<file path="config.mk">
export PLATFORM = sky130hd
export DESIGN_NAME = sched_table_insert_flat
export DESIGN_NICKNAME = d
export VERILOG_FILES = /design/src/rtl/sched_table_insert_if.sv /design/src/rtl/sched_table_insert.sv /design/src/flat_wrapper.sv
export SDC_FILE = /design/constraint.sdc
export NUM_CORES = 2
export LEC_CHECK = 0
export BUFFER_PORTS_ARGS = -buffer_cell sky130_fd_sc_hd__buf_2
export CAP_MARGIN = 15
export CELL_PAD_IN_SITES_DETAIL_PLACEMENT = 0
export CELL_PAD_IN_SITES_GLOBAL_PLACEMENT = 2
export CORE_ASPECT_RATIO = 1.75
export CORE_MARGIN = 10
export CORE_UTILIZATION = 36
export DETAILED_ROUTE_END_ITERATION = 6
export GPL_ROUTABILITY_DRIVEN = 0
export PLACE_DENSITY = 0.87
export SYNTH_ARGS = -nofsm -noshare
export SYNTH_HDL_FRONTEND = slang
export SYNTH_SLANG_ARGS = --single-unit
</file>
<file path="constraint.sdc">
create_clock -name clk -period 21.6 [get_ports clk]
set_clock_uncertainty 0.05 [all_clocks]
set_input_delay 2.16 -clock clk [delete_from_list [all_inputs] [get_ports clk]]
set_output_delay 2.16 -clock clk [all_outputs]
set_load 0.01 [all_outputs]
</file>
<file path="src/rtl/sched_table_insert_if.sv">
// Insert and head-pop handshake bundle for the sorted schedule-table writer.
interface sched_table_insert_if #(
    parameter int unsigned WIDTH = 32
) ();
    logic             ins_valid;
    logic             ins_ready;
    logic [3:0]       ins_pos;
    logic [WIDTH-1:0] ins_info;
    logic [3:0]       ins_tid;
    logic             pop_valid;
    logic             pop_ready;
    logic [WIDTH-1:0] pop_info;
    logic [3:0]       pop_tid;

    modport master (
        output ins_valid, ins_pos, ins_info, ins_tid, pop_valid,
        input  ins_ready, pop_ready, pop_info, pop_tid
    );

    modport slave (
        input  ins_valid, ins_pos, ins_info, ins_tid, pop_valid,
        output ins_ready, pop_ready, pop_info, pop_tid
    );
endinterface

</file>
<file path="src/rtl/sched_table_insert.sv">
// Deadline-ordered task table: shift-then-write insertion at a searched slot.
// Define SCHED_POP_EN to enable the head-pop port; otherwise the table only grows until reset.
module sched_table_insert #(
    parameter int unsigned DEPTH = 16,
    parameter int unsigned WIDTH = 32
) (
    input  logic                        clk,
    input  logic                        rst,
    sched_table_insert_if.slave         bus,
    output logic [DEPTH-1:0][WIDTH-1:0] schden_info,
    output logic [DEPTH-1:0][3:0]       schden_tid,
    output logic [4:0]                  count,
    output logic                        empty,
    output logic                        full,
    output logic                        busy
);

    typedef enum logic [1:0] {StIdle, StShift, StWrite} state_e;

    state_e                      state_q;
    logic [3:0]                  idx_q;
    logic [3:0]                  pos_q;
    logic [WIDTH-1:0]            info_q;
    logic [3:0]                  tid_q;
    logic [4:0]                  count_q;
    logic [DEPTH-1:0][WIDTH-1:0] info_tbl_q;
    logic [DEPTH-1:0][3:0]       tid_tbl_q;

    logic       idle;
    logic       pop_active;
    logic       ins_fire;
    logic [4:0] pos_clamp;

    assign idle  = (state_q == StIdle);
    assign empty = (count_q == 5'd0);
    assign full  = (count_q == 5'(DEPTH));
    assign busy  = !idle;

`ifdef SCHED_POP_EN
    logic [WIDTH-1:0] pop_info_q;
    logic [3:0]       pop_tid_q;

    assign pop_active   = idle && bus.pop_valid && !empty;
    assign bus.pop_info = pop_info_q;
    assign bus.pop_tid  = pop_tid_q;
`else
    logic unused_pop_valid;

    assign unused_pop_valid = bus.pop_valid;
    assign pop_active       = 1'b0;
    assign bus.pop_info     = '0;
    assign bus.pop_tid      = '0;
`endif

    // Pop wins over a simultaneous insert; the insert simply waits for ready.
    assign bus.pop_ready = pop_active;
    assign bus.ins_ready = idle && !full && !pop_active;
    assign ins_fire      = bus.ins_valid && bus.ins_ready;

    // Positions past the last valid entry append, so the table never has gaps.
    assign pos_clamp = ({1'b0, bus.ins_pos} > count_q) ? count_q : {1'b0, bus.ins_pos};

    always_ff @(posedge clk or posedge rst) begin
        if (rst) begin
            state_q    <= StIdle;
            idx_q      <= '0;
            pos_q      <= '0;
            info_q     <= '0;
            tid_q      <= '0;
            count_q    <= '0;
            info_tbl_q <= '1;
            tid_tbl_q  <= '0;
`ifdef SCHED_POP_EN
            pop_info_q <= '0;
            pop_tid_q  <= '0;
`endif
        end else begin
            unique case (state_q)
                StIdle: begin
`ifdef SCHED_POP_EN
                    if (pop_active) begin
                        pop_info_q <= info_tbl_q[0];
                        pop_tid_q  <= tid_tbl_q[0];
                        for (int i = 0; i < DEPTH - 1; i++) begin
                            info_tbl_q[i] <= info_tbl_q[i+1];
                            tid_tbl_q[i]  <= tid_tbl_q[i+1];
                        end
                        info_tbl_q[DEPTH-1] <= '1;
                        tid_tbl_q[DEPTH-1]  <= '0;
                        count_q             <= count_q - 5'd1;
                    end else
`endif
                    if (ins_fire) begin
                        info_q  <= bus.ins_info;
                        tid_q   <= bus.ins_tid;
                        pos_q   <= pos_clamp[3:0];
                        idx_q   <= count_q[3:0] - 4'd1;
                        state_q <= (pos_clamp == count_q) ? StWrite : StShift;
                    end
                end
                StShift: begin
                    info_tbl_q[idx_q + 4'd1] <= info_tbl_q[idx_q];
                    tid_tbl_q[idx_q + 4'd1]  <= tid_tbl_q[idx_q];
                    if (idx_q == pos_q) begin
                        state_q <= StWrite;
                    end else begin
                        idx_q <= idx_q - 4'd1;
                    end
                end
                StWrite: begin
                    info_tbl_q[pos_q] <= info_q;
                    tid_tbl_q[pos_q]  <= tid_q;
                    count_q           <= count_q + 5'd1;
                    state_q           <= StIdle;
                end
                default: state_q <= StIdle;
            endcase
        end
    end

    assign schden_info = info_tbl_q;
    assign schden_tid  = tid_tbl_q;
    assign count       = count_q;

endmodule

</file>
<file path="src/flat_wrapper.sv">
// flat-port wrapper written by rule: the top's interface ports become plain ports
module sched_table_insert_flat 
#(
    parameter int unsigned DEPTH = 16,
    parameter int unsigned WIDTH = 32
)
  (clk, rst, schden_info, schden_tid, count, empty, full, busy, bus_ins_valid, bus_ins_pos, bus_ins_info, bus_ins_tid, bus_pop_valid, bus_ins_ready, bus_pop_ready, bus_pop_info, bus_pop_tid);
  sched_table_insert_if #(.WIDTH(WIDTH)) bus_i ();
  input  logic clk;
  input  logic rst;
  output logic [DEPTH-1:0][WIDTH-1:0] schden_info;
  output logic [DEPTH-1:0][3:0] schden_tid;
  output logic [4:0] count;
  output logic empty;
  output logic full;
  output logic busy;
  input wire logic [$bits(bus_i.ins_valid)-1:0] bus_ins_valid;
  input wire logic [$bits(bus_i.ins_pos)-1:0] bus_ins_pos;
  input wire logic [$bits(bus_i.ins_info)-1:0] bus_ins_info;
  input wire logic [$bits(bus_i.ins_tid)-1:0] bus_ins_tid;
  input wire logic [$bits(bus_i.pop_valid)-1:0] bus_pop_valid;
  output wire logic [$bits(bus_i.ins_ready)-1:0] bus_ins_ready;
  output wire logic [$bits(bus_i.pop_ready)-1:0] bus_pop_ready;
  output wire logic [$bits(bus_i.pop_info)-1:0] bus_pop_info;
  output wire logic [$bits(bus_i.pop_tid)-1:0] bus_pop_tid;
  assign bus_i.ins_valid = bus_ins_valid;
  assign bus_i.ins_pos = bus_ins_pos;
  assign bus_i.ins_info = bus_ins_info;
  assign bus_i.ins_tid = bus_ins_tid;
  assign bus_i.pop_valid = bus_pop_valid;
  assign bus_ins_ready = bus_i.ins_ready;
  assign bus_pop_ready = bus_i.pop_ready;
  assign bus_pop_info = bus_i.pop_info;
  assign bus_pop_tid = bus_i.pop_tid;
  sched_table_insert #(.DEPTH(DEPTH), .WIDTH(WIDTH)) u_core (.clk(clk), .rst(rst), .bus(bus_i), .schden_info(schden_info), .schden_tid(schden_tid), .count(count), .empty(empty), .full(full), .busy(busy));
endmodule
</file>
==> flow_summary.rst <==
.. list-table::
   :header-rows: 1

   * - Metric
     - Value
   * - Wire length of the first global-routing pass
     - 246 mm
   * - Delay of the slowest cell on the worst path
     - 0.96 ns
   * - RSZ-0062 raised after global routing
     - no
   * - Mapped Cells
     - 3199
   * - WP data required
     - 22.12 ns
   * - Slew at the pin closest to its max-slew limit
     - 1.21 ns
   * - Status
     - complete, no violations
   * - Most used flip-flop cell after synthesis
     - sky130_fd_sc_hd__dfstp_2
   * - Worst-path cell chain
     - inv_1 > ha_4 > buf_4 > buf_4 > a21boi_4 > o22ai_1 > a21oi_1
   * - Post-route total power
     - 7850 uW
   * - Post-CTS clock slew at the launch and capture registers of the worst setup and hold paths
     - 0.07 ns
   * - Number of nets in the layout
     - 3689
   * - Category of the worst setup path capture point
     - flop
   * - Final sum of negative setup slack
     - 0 ns
   * - Total congestion overflow after global routing
     - 0
   * - Slew headroom
     - 0.194
   * - Rows
     - 149
   * - Clock tree sinks
     - 627
   * - Via density per instance
     - 6.53
   * - Maximum resistive drop on vdd
     - 99.0 uV
   * - Final hold vios
     - 0
   * - Vias after detailed routing
     - 32000
   * - Number of input and output port buffers inserted
     - 627
   * - Total routed wirelength
     - 175 mm
   * - Synthesized flop and latch total
     - 627
   * - Number of design rule violations left after detail routing
     - 0
   * - Async set-reset flop share out of synthesis
     - 1.00
   * - Min cycle time layout
     - 4.35 ns
   * - Worst setup SP type
     - flop
   * - Vias in the first global route
     - 32700
   * - Clock latency at the later pin of the worst-skew pair
     - 0.67 ns
   * - Initial cell density of the core
     - 0.362
   * - Instance count along the most critical hold path
     - 2
   * - Count of cells resized by post-cts repair
     - 0
   * - PwrDens
     - 197 mW/mm^2
   * - Largest buffer count on any clock path
     - 3
   * - Largest net degree at the start of global routing
     - 159
   * - Initial detailed-routing violation count
     - 3300
   * - Library cell used as clock root buffer
     - sky130_fd_sc_hd__clkbuf_16
   * - Final clock period utilization by the worst path
     - 0.201
   * - Area enclosed by the die boundary
     - 0.108 mm^2
   * - Critical setup path kind
     - flop to flop
   * - Max-slew violations
     - 0
   * - Cell repeated most along the worst path
     - sky130_fd_sc_hd__buf_4
   * - CP arrival
     - 4.87 ns
   * - Number of H-tree branching levels
     - 2
   * - Sequential cell area fraction in the yosys report
     - 0.480
   * - Layout overhead on the synthesized area
     - 17.3%
   * - Worst min-delay path class
     - flop to flop
   * - Global routing usage summed across all routing layers
     - 0.315
   * - Max-cap violation count
     - 0
   * - Post-CTS Setup Repair Bufs
     - 0
   * - Top-level I/O count
     - 666
   * - Number of distinct library cell variants in the gate-level netlist after synthesis
     - 79
   * - CTS buffer count
     - 61
   * - Synthesized area per cell
     - 10.6 um^2
   * - Placeable Area
     - 0.0940 mm^2
   * - Die boundary width
     - 252 um
   * - TritonCTS clock tree
     - done
   * - Die Y
     - 427 um
   * - Number of failing setup endpoints in the final timing report
     - 0
   * - Count of nets left with antenna violations after detail routing
     - 0
   * - Initial antenna violation count
     - 5
   * - Proportion of layout cells with a drive suffix above 1
     - 0.421
   * - Lkg Pwr
     - 0.0162 uW
   * - DP HPWL
     - 124 mm
   * - Cell at the slowest stage of the critical path
     - sky130_fd_sc_hd__a21boi_4
   * - Number of hold buffers added after CTS
     - 0
   * - Max FO, Critical Path
     - 82
   * - Initial DRT Pass Iterations
     - 6
   * - Maximum achievable frequency
     - 0.230 GHz
   * - Worst Reg-to-Reg Cells
     - 7
   * - Number of enable-type register cells in the synthesized netlist
     - 0
   * - DR WL/cell
     - 35.8 um
   * - Post-synthesis cell area
     - 0.0340 mm^2
   * - Synth Warn #
     - 0
final timing paths:
kind | from | to | slack [ns]
worst max-delay path | u_core.state_q[0] | u_core.schden_info[208] | 17.25
worst max register to register | u_core.state_q[0] | u_core.schden_info[208] | 17.25
min in group asynchronous | rst | u_core.info_q[6] | 1.63
worst min-delay path | u_core.schden_info[319] | u_core.schden_info[319] | 0.44
worst min register to register | u_core.schden_info[319] | u_core.schden_info[319] | 0.44
max in group asynchronous | rst | u_core.idx_q[1] | 17.36
power by group:
part	leakage [uW]	total, uW	internal, uW	switching [uW]
logic	0.00835	3860	1390	2470
registers	0.00675	2800	2020	779
clock network	0.00108	1190	678	514
state kept, by name (all words and copies together) (netlist names):
signal / flops
u_core.info_q: 32
u_core.schden_tid: 64
u_core.pos_q: 4
u_core.tid_q: 4
u_core.idx_q: 4
u_core.state_q: 2
u_core.schden_info: 512
u_core.count: 5
layer usage:
layer,global-route usage,wire length [um],part of all wire,vias to the layer above
met5,0,27,0.00015,-
met4,0.211,13100,0.075,4
met3,0.0806,17100,0.098,585
met2,0.526,84300,0.48,2211
met1,0.350,60600,0.35,16200
li1,-,-,-,13000
final cells by class:
cell class	instances	area (um^2)
diodes	2	5.00
repair buffers	696	3710
inverters	37	151
flip-flops and latches	627	16300
well taps	1208	1510
multi-input cells	2212	16000
clock buffers	83	1750
clock inverters	32	422
fillers	9238	54000
cells in the mapped netlist, types with 37 or more instances:
| library cell | number | area, um^2 |
|---|---|---|
| sky130_fd_sc_hd__dfstp_2 | 512 | 13500 |
| sky130_fd_sc_hd__nand2_1 | 428 | 1610 |
| sky130_fd_sc_hd__a21oi_1 | 230 | 1150 |
| sky130_fd_sc_hd__o21ai_0 | 203 | 1020 |
| sky130_fd_sc_hd__clkbuf_1 | 186 | 698 |
| sky130_fd_sc_hd__o22ai_1 | 184 | 1150 |
| sky130_fd_sc_hd__o221ai_1 | 177 | 1550 |
| sky130_fd_sc_hd__mux2i_1 | 139 | 1390 |
| sky130_fd_sc_hd__dfrtp_1 | 115 | 2880 |
| sky130_fd_sc_hd__a22oi_1 | 103 | 773 |
| sky130_fd_sc_hd__nor2_1 | 100 | 375 |
| sky130_fd_sc_hd__mux4_2 | 86 | 1940 |
| sky130_fd_sc_hd__buf_4 | 61 | 458 |
| sky130_fd_sc_hd__nand3_1 | 57 | 285 |
| sky130_fd_sc_hd__buf_2 | 56 | 280 |
| sky130_fd_sc_hd__a221o_1 | 46 | 460 |
| sky130_fd_sc_hd__a211oi_1 | 37 | 278 |
| sky130_fd_sc_hd__inv_1 | 37 | 139 |
cell families after synthesis:
family                   after synthesis  synth area share
XOR/XNOR                              12           0.00309
other                                  1          0.000110
multiplexers                         268             0.120
adder cells (fa/ha/maj)               10           0.00368
flip-flops                           627             0.480
AND/OR/NAND/NOR                      715            0.0916
AO/OA/AOI/OAI                       1170             0.243
buffers and inverters                396            0.0588
placed cells by master (no fill, tap or decap), drive strengths merged, types with 10 or more instances in the layout:
cell type,Yosys,routed
dfrtp,115,115
buf,167,696
inv,37,41
a211oi,63,63
mux2,18,18
nand2,429,429
a221o,46,46
clkbuf,192,83
conb,1,37
dfstp,512,512
o22ai,184,184
a21oi,230,230
o21ai,225,225
ha,10,10
nor3,28,28
mux4,86,86
nand3,57,57
and3,12,12
nor2,101,101
nand2b,31,31
clkinv,0,17
mux2i,164,164
a22oi,103,103
a22o,33,33
a21boi,33,33
and2,16,16
a221oi,24,24
a32oi,24,24
o221ai,178,178
worst max-delay path, delay by kind of cell, from the launching register on:
family,cells,cell delay (ns)
buf+inv,3,1.80
flops,1,0.39
compound gates,3,1.36
fa+ha+maj,1,0.54
through the flow:
stage           util  hold slack (ns)  std cells  area, um^2  worst slack [ns]
2_1_floorplan      -            0.396       3235       34200              2.68
3_3_place_gp   0.402            0.427       4780       37700             16.77
3_5_place_dp   0.402            0.431       4780       37700             16.74
4_1_cts        0.425            0.441       4895       39900             17.31
5_1_grt        0.425            0.469       4896       39900             17.09
6_report       0.425            0.440       4897       39900             17.25
(Power assumes the default switching activity.)
